===== src/rtl/icache_direct.sv =====
// Direct-mapped instruction cache, one 32-bit word per frame.
// A miss latches the fetch address and holds a single memory read
// until the memory drops iwait, then fills the frame and returns to
// IDLE so the refetched word hits on the following cycle.
module icache_direct #(
    parameter int unsigned SETS = 16
) (
    input  logic        CLK,
    input  logic        RST,
    input  logic        imemREN,
    input  logic [31:0] imemaddr,
    input  logic        flush,
    output logic        ihit,
    output logic [31:0] imemload,
    output logic        iREN,
    output logic [31:0] iaddr,
    input  logic        iwait,
    input  logic [31:0] iload,
    output logic [31:0] hit_count,
    output logic [31:0] miss_count
);

    localparam int unsigned IW = $clog2(SETS);
    localparam int unsigned TW = 32 - IW - 2;

    typedef enum logic {
        IDLE,
        MISS
    } state_t;

    state_t          state;
    logic [31:0]     miss_addr;
    logic [SETS-1:0] valid;
    logic [TW-1:0]   tag_mem  [SETS];
    logic [31:0]     data_mem [SETS];

    logic [IW-1:0]   req_idx;
    logic [TW-1:0]   req_tag;
    logic [IW-1:0]   miss_idx;
    logic [TW-1:0]   miss_tag;
    logic            start_miss;
    logic            fill;
    logic            unused_bits;

    assign req_idx     = imemaddr[IW+1:2];
    assign req_tag     = imemaddr[31:IW+2];
    assign miss_idx    = miss_addr[IW+1:2];
    assign miss_tag    = miss_addr[31:IW+2];
    assign fill        = (state == MISS) && !iwait;
    assign unused_bits = ^{imemaddr[1:0], miss_addr[1:0]};

    // Lookup: hit only in IDLE, never while a flush is being applied
    always_comb begin
        ihit       = 1'b0;
        imemload   = '0;
        start_miss = 1'b0;
        if (state == IDLE && imemREN && !flush) begin
            ihit       = valid[req_idx] && (tag_mem[req_idx] == req_tag);
            start_miss = !ihit;
        end
        if (ihit) begin
            imemload = data_mem[req_idx];
        end
    end

    // Miss FSM with registered memory-side request and miss counter
    always_ff @(posedge CLK) begin
        if (RST) begin
            state      <= IDLE;
            miss_addr  <= '0;
            iREN       <= 1'b0;
            iaddr      <= '0;
            miss_count <= '0;
        end else begin
            case (state)
                IDLE: begin
                    if (start_miss) begin
                        state     <= MISS;
                        miss_addr <= imemaddr;
                        iREN      <= 1'b1;
                        iaddr     <= {imemaddr[31:2], 2'b00};
                        if (miss_count != '1) begin
                            miss_count <= miss_count + 32'd1;
                        end
                    end
                end
                MISS: begin
                    if (!iwait) begin
                        state <= IDLE;
                        iREN  <= 1'b0;
                        iaddr <= '0;
                    end
                end
                default: begin
                    state <= IDLE;
                    iREN  <= 1'b0;
                    iaddr <= '0;
                end
            endcase
        end
    end

    // Valid bits: flush overrides a coincident fill
    always_ff @(posedge CLK) begin
        if (RST || flush) begin
            valid <= '0;
        end else if (fill) begin
            valid[miss_idx] <= 1'b1;
        end
    end

    // Frame tag/data write on fill; reset abandons an in-flight fill
    always_ff @(posedge CLK) begin
        if (!RST && fill) begin
            tag_mem[miss_idx]  <= miss_tag;
            data_mem[miss_idx] <= iload;
        end
    end

    // Saturating hit-cycle counter
    always_ff @(posedge CLK) begin
        if (RST) begin
            hit_count <= '0;
        end else if (ihit && hit_count != '1) begin
            hit_count <= hit_count + 32'd1;
        end
    end

endmodule

===== config.mk =====
export PLATFORM = sky130hd
export DESIGN_NAME = icache_direct
export DESIGN_NICKNAME = d
export VERILOG_FILES = /design/src/rtl/icache_direct.sv
export SDC_FILE = /design/constraint.sdc
export NUM_CORES = 1
export LEC_CHECK = 0
export CAP_MARGIN = 40
export CORE_ASPECT_RATIO = 1.25
export CORE_MARGIN = 8
export CORE_UTILIZATION = 35
export DETAILED_ROUTE_END_ITERATION = 7
export PLACE_DENSITY = 0.51
export SLEW_MARGIN = 10
export SYNTH_ARGS = -nofsm -noshare
export SYNTH_HDL_FRONTEND = slang
export SYNTH_SLANG_ARGS = --single-unit

===== constraint.sdc =====
create_clock -name CLK -period 4.7 [get_ports CLK]
set_input_delay 0.94 -clock CLK [delete_from_list [all_inputs] [get_ports CLK]]
set_output_delay 0.94 -clock CLK [all_outputs]
set_load 0.05 [all_outputs]

Word-level counts from Yosys, hierarchy flattened
Memory sizes are Yosys's and may differ from the RTL's. Cells that the tools add are included. W data, S select, Z words.

Bits of input ports: 69. Register bits: 146. Memories: 2. RAM bits: 928. Output and inout bits: 130. Word-level logic and storage cells: 54.

Reduce and logical (&&, ||, !) cells: 15. Bitwise gates (word level): 2. Equality and inequality tests: 5. $add $sub $neg: 2. Multiplexer cells: 18. $lt $le $gt $ge: 3.

Memory list: data_mem (words 16, width 32, read ports 1, clocked after Yosys merged registers in 0, wr ports 1, RTL line 35) `logic [31:0] data_mem [SETS];`; tag_mem (words 16, width 26, read ports 1, clocked after Yosys merged registers in 0, wr ports 1, RTL line 34) `logic [TW-1:0] tag_mem [SETS];`.

Operators with widths (number): $mux W32 (3); $add A32 B1 Y32 const B (2); $ne A32 B32 Y1 const B (2); $pmux W32 S2 (1); $eq A26 B26 Y1 (1); $or A16 B16 Y16 (1); $lt A4 B5 Y1 const B (2); $mux W1 (10); $logic_and A1 B1 Y1 (7); $bmux W1 S4 (1); $demux W1 S4 (1); $ge A4 B1 Y1 const B (1); $logic_not A1 Y1 (4); $ne A2 B2 Y1 const B (2); $pmux W1 S2 (2); $reduce_and A2 Y1 (2); $reduce_and A3 Y1 (1); $logic_or A1 B1 Y1 (1); $not A1 Y1 (1).

Longest topological paths before layout
Word-level depth: 7. Gate-level depth with buffers: 17.

Worst setup path after synthesis
OpenSTA, ideal clock, no wires.

Path kind: input port to output port. From: input imemaddr[2]. To: output imemload[10]. Buffers on the path: 4. Arrival: 4.038 ns. Slack: -0.278 ns. Cell stages on the path: 12. Cells stage by stage: buf_6 > buf_8 > buf_6 > mux4_2 > xnor2_1 > nor2_1 > a2111oi_0 > o2111ai_1 > or3_1 > nor4_4 > clkbuf_1 > and3_1.

Longest elaborated chain between the ends: 5.

RTL lines: start, declared (RTL line 11) `input logic [31:0] imemaddr,`; $mem_v2 Z16 W26 or $bmux W1 S4 (tied branches); $eq A26 B26 Y1 or $mux W1 (tied branches) (RTL line 58) `ihit = valid[req_idx] && (tag_mem[req_idx] == req_tag);`; $logic_and A1 B1 Y1 (RTL line 58); $mux W1 (RTL line 57) `if (state == IDLE && imemREN && !flush) begin`; $mux W32 * (RTL line 61) `if (ihit) begin`; end, declared (RTL line 14) `output logic [31:0] imemload,`.

Every way passes the cells marked *; elsewhere a longest branch is shown, timed or not. The select of a mux whose other input is x is not followed.

Worst setup path in the final report
From: input imemaddr[4]. To: output imemload[10].

Same word-level chain as after synthesis.

==> impl_metrics.csv <==
group,metric,value,unit
outcome,status,"finished, violations left",
outcome,violations,"negative setup slack",
worst_setup_path,slowest_delay,0.57,ns
detailed_routing,drt_iter0_markers,2003,
cts,cts.sinks,1070,
worst_setup_path,path_cells,"buf_16 > mux4_2 > mux4_2 > xnor2_4 > o211ai_1 > or3_4 > nor4_4 > buf_6 > buf_4 > buf_12 > and3_4 > buf_12",
cells_and_area,finalInstanceArea,53200,um2
grt,grt_pass1_vias,25100,
synth,ys_types,74,
sta,final_max_slew_viol_count,0,
pwr,pwr_density_cell,371,nW/um2
worst_setup_path,critPathSlowestCell,"mux4_2",
die,coreArea,121000,um2
worst_setup_path,path_max_fanout,8,
flow_run,maxCapViolations,0,
placement,placed_cells,4192,
worst_hold_path,hold_start,"valid[3]",
detailed_routing,vias,24100,
grt,antenna_found_initial,7,
grt,grt_overflow,0,
placement,gp_congestion,0.890,
sta,finalClockSkew,0.0484,ns
cts,cts_root_buf,"clkbuf_16",
cells_and_area,syn2layout_area_growth,24.4,%
sta,min_period,4.94,ns
pwr,power_leakage,17.7,nW
cells_and_area,layout_common_cells,"edfxtp_1, mux4_2, buf_4",
worst_setup_path,critPathBufInv,5,
worst_setup_path,start_kind,"input port",
placement,dpl_cell_area,48600,um2
synth,synth_cells,2338,
cells_and_area,nets,2824,
cts,h-tree-depth,3,
cts,cts_hold_buf,0,
sta,rsz0062_at_grt,"yes",
die,start_util,35.2,%
cts,clkTransAtPathRegs,0.06,ns
cells_and_area,multi_input_area,11900,um2
die,num_rows,143,
pwr,vdd_drop_max,0.000258,V
cts,clkLatencyLatePin,0.71,ns
sta,post-route-period-util,105,%
grt,grt_pass1_wl,172,mm
placement,io_buffers,194,
synth,synth_edf_count,928,
synth,synth-main-ff-cell,"edfxtp_1",
worst_setup_path,cp-end-kind,"output pin",
synth,synth_area_leaders,"edfxtp_1, mux4_2, dfxtp_1",
sta,finalSetupViolCount,33,
synth,postSynthAreaPerCell,18.3,um2
synth,ys_warn_count,0,
worst_setup_path,critPathRequiredTime,3.76,ns
cells_and_area,n_fill_cell,10600,
worst_setup_path,crit_type,"in -> out",
synth,ys_seq_area_share,71.8,%
detailed_routing,routed_wl,120,mm
synth,synth_top_cell_by_area,"edfxtp_1",
sta,tns,-7.67,ns
sta,slew_headroom,44.7,%
pwr,finalPower,19.7,mW
detailed_routing,drt_pre_antenna_iters,7,
sta,hold_viol,0,
detailed_routing,antenna_left,0,
sta,setup_ws,-0.244,ns
worst_setup_path,reg2reg_from,"tag_mem[10][6]",
cells_and_area,final_common_cell,"edfxtp_1",
cts,tritoncts,"done",
die,ios,199,
synth,synthArstFlopShare,0,%
synth,ys_ff_latch,1070,
grt,track_usage,17.3,%
cells_and_area,seqCellArea,30700,um2
grt,grt_max_degree,85,
placement,dp_hpwl,67.6,mm
die,die_h,407,um
worst_setup_path,cp_top_family,"multiplexers",
worst_hold_path,holdCritPathClass,"reg -> reg",
synth,synth_top_cell_area_share,65.2,%
worst_setup_path,setup.worst_path.start,"imemaddr[4]",
cells_and_area,post_layout_nonfiller_instances,4443,
worst_setup_path,cp.arrival,4.00,ns
placement,pre_cts_ws,-0.695,ns
detailed_routing,vias_per_cell,5.43,
sta,hold_slack,0.471,ns
synth,synthesis.area,42800,um2
sta,max_freq,0.202,GHz
cts,cts_buffers,108,
sta,tightest_slew,0.827,ns
die,dieArea,134000,um2
cts,cts_buffer_depth,3,
cells_and_area,final_core_util,43.8,%
cells_and_area,drive_gt1_share,29.7,%
detailed_routing,wl_per_cell,27.0,um
die,fp.dieW,329,um
detailed_routing,drc,0,
-- synth_stat cells (7+ instances only) --
master,instances
a21oi_1,94
a221oi_1,7
a22o_1,31
a22oi_1,16
and2_1,10
and3_1,55
buf_1,16
buf_2,25
buf_4,14
buf_6,14
clkbuf_1,74
dfxtp_1,142
edfxtp_1,928
inv_1,11
mux2_2,25
mux2i_1,77
mux4_2,244
nand2_1,51
nand2b_1,13
nand3_1,62
nand4_1,27
nor2_1,90
nor2b_1,32
nor3_1,23
nor4_1,16
o21ai_0,41
o31ai_1,35
or3_1,14
or4_1,36
xnor2_1,10
xor2_1,13
-- final timing paths --
| check | to | slack, ns | cells past startpoint |
|---|---|---|---|
| setup / recovery | imemload[10] | -0.24 | 12 |
| hold / removal | valid[3] | 0.47 | 2 |
| setup reg to reg | hit_count[6] | 1.17 | 13 |
| hold reg to reg | valid[3] | 0.47 | 2 |
-- power by group --
group | internal [mW] | leakage, nW | switching (mW) | total (mW)
logic | 0.574 | 6.03 | 0.662 | 1.24
registers | 10.3 | 10.0 | 0.0629 | 10.4
clock network | 4.50 | 1.61 | 3.61 | 8.11
-- flip-flops by register name, summed over array words and instances, names as in the netlist --
register / cells
data_mem: 512
iaddr: 30
tag_mem: 416
valid: 16
hit_count: 32
iREN: 1
miss_addr: 30
state: 1
miss_count: 32
-- layout make-up --
class	count	area share (%)
Clock buffer	146	5.52
Sequential cell	1070	57.7
Clock inverter	54	0.713
Antenna cell	5	0.0235
Inverter	12	0.0988
Tap cell	1595	3.75
Timing Repair Buffer	455	9.81
Multi-Input combinational cell	1106	22.3
-- metal layers --
layer / GRT usage, % / routed length, um / vias to the layer above
met5: 0 / 15 / -
met4: 4.99 / 2560 / 2
met3: 2.99 / 6830 / 159
met2: 29.4 / 60000 / 769
met1: 23.0 / 50700 / 12700
li1: - / - / 10400
-- repair_timing --
item	in CTS	in global routing
resized for setup	64	75
pin swaps	7	20
cloned	5	9
setup buffers	9	25
endpoints found under the setup margin	33	33
hold endpoints to repair	0	0
-- worst reg2reg max path: cells and delay by family (launching register included) --
kind	cells	cell delay, ns
flip-flops	1	0.37
AND/OR/NAND/NOR	5	1.39
multiplexers	3	0.91
buffers and inverters	4	0.61
AO/OA/AOI/OAI	1	0.16
-- cell families after synthesis --
kind of cell,count (synthesis),share of synthesized area [%]
compound gates,267,4.09
xor+xnor,23,0.471
fa+ha+maj,2,0.0585
buf+inv,163,1.98
flops,1070,71.8
mux,351,15.6
other cells,1,0.00877
simple gates,461,6.00
(Power assumes the default switching activity.)
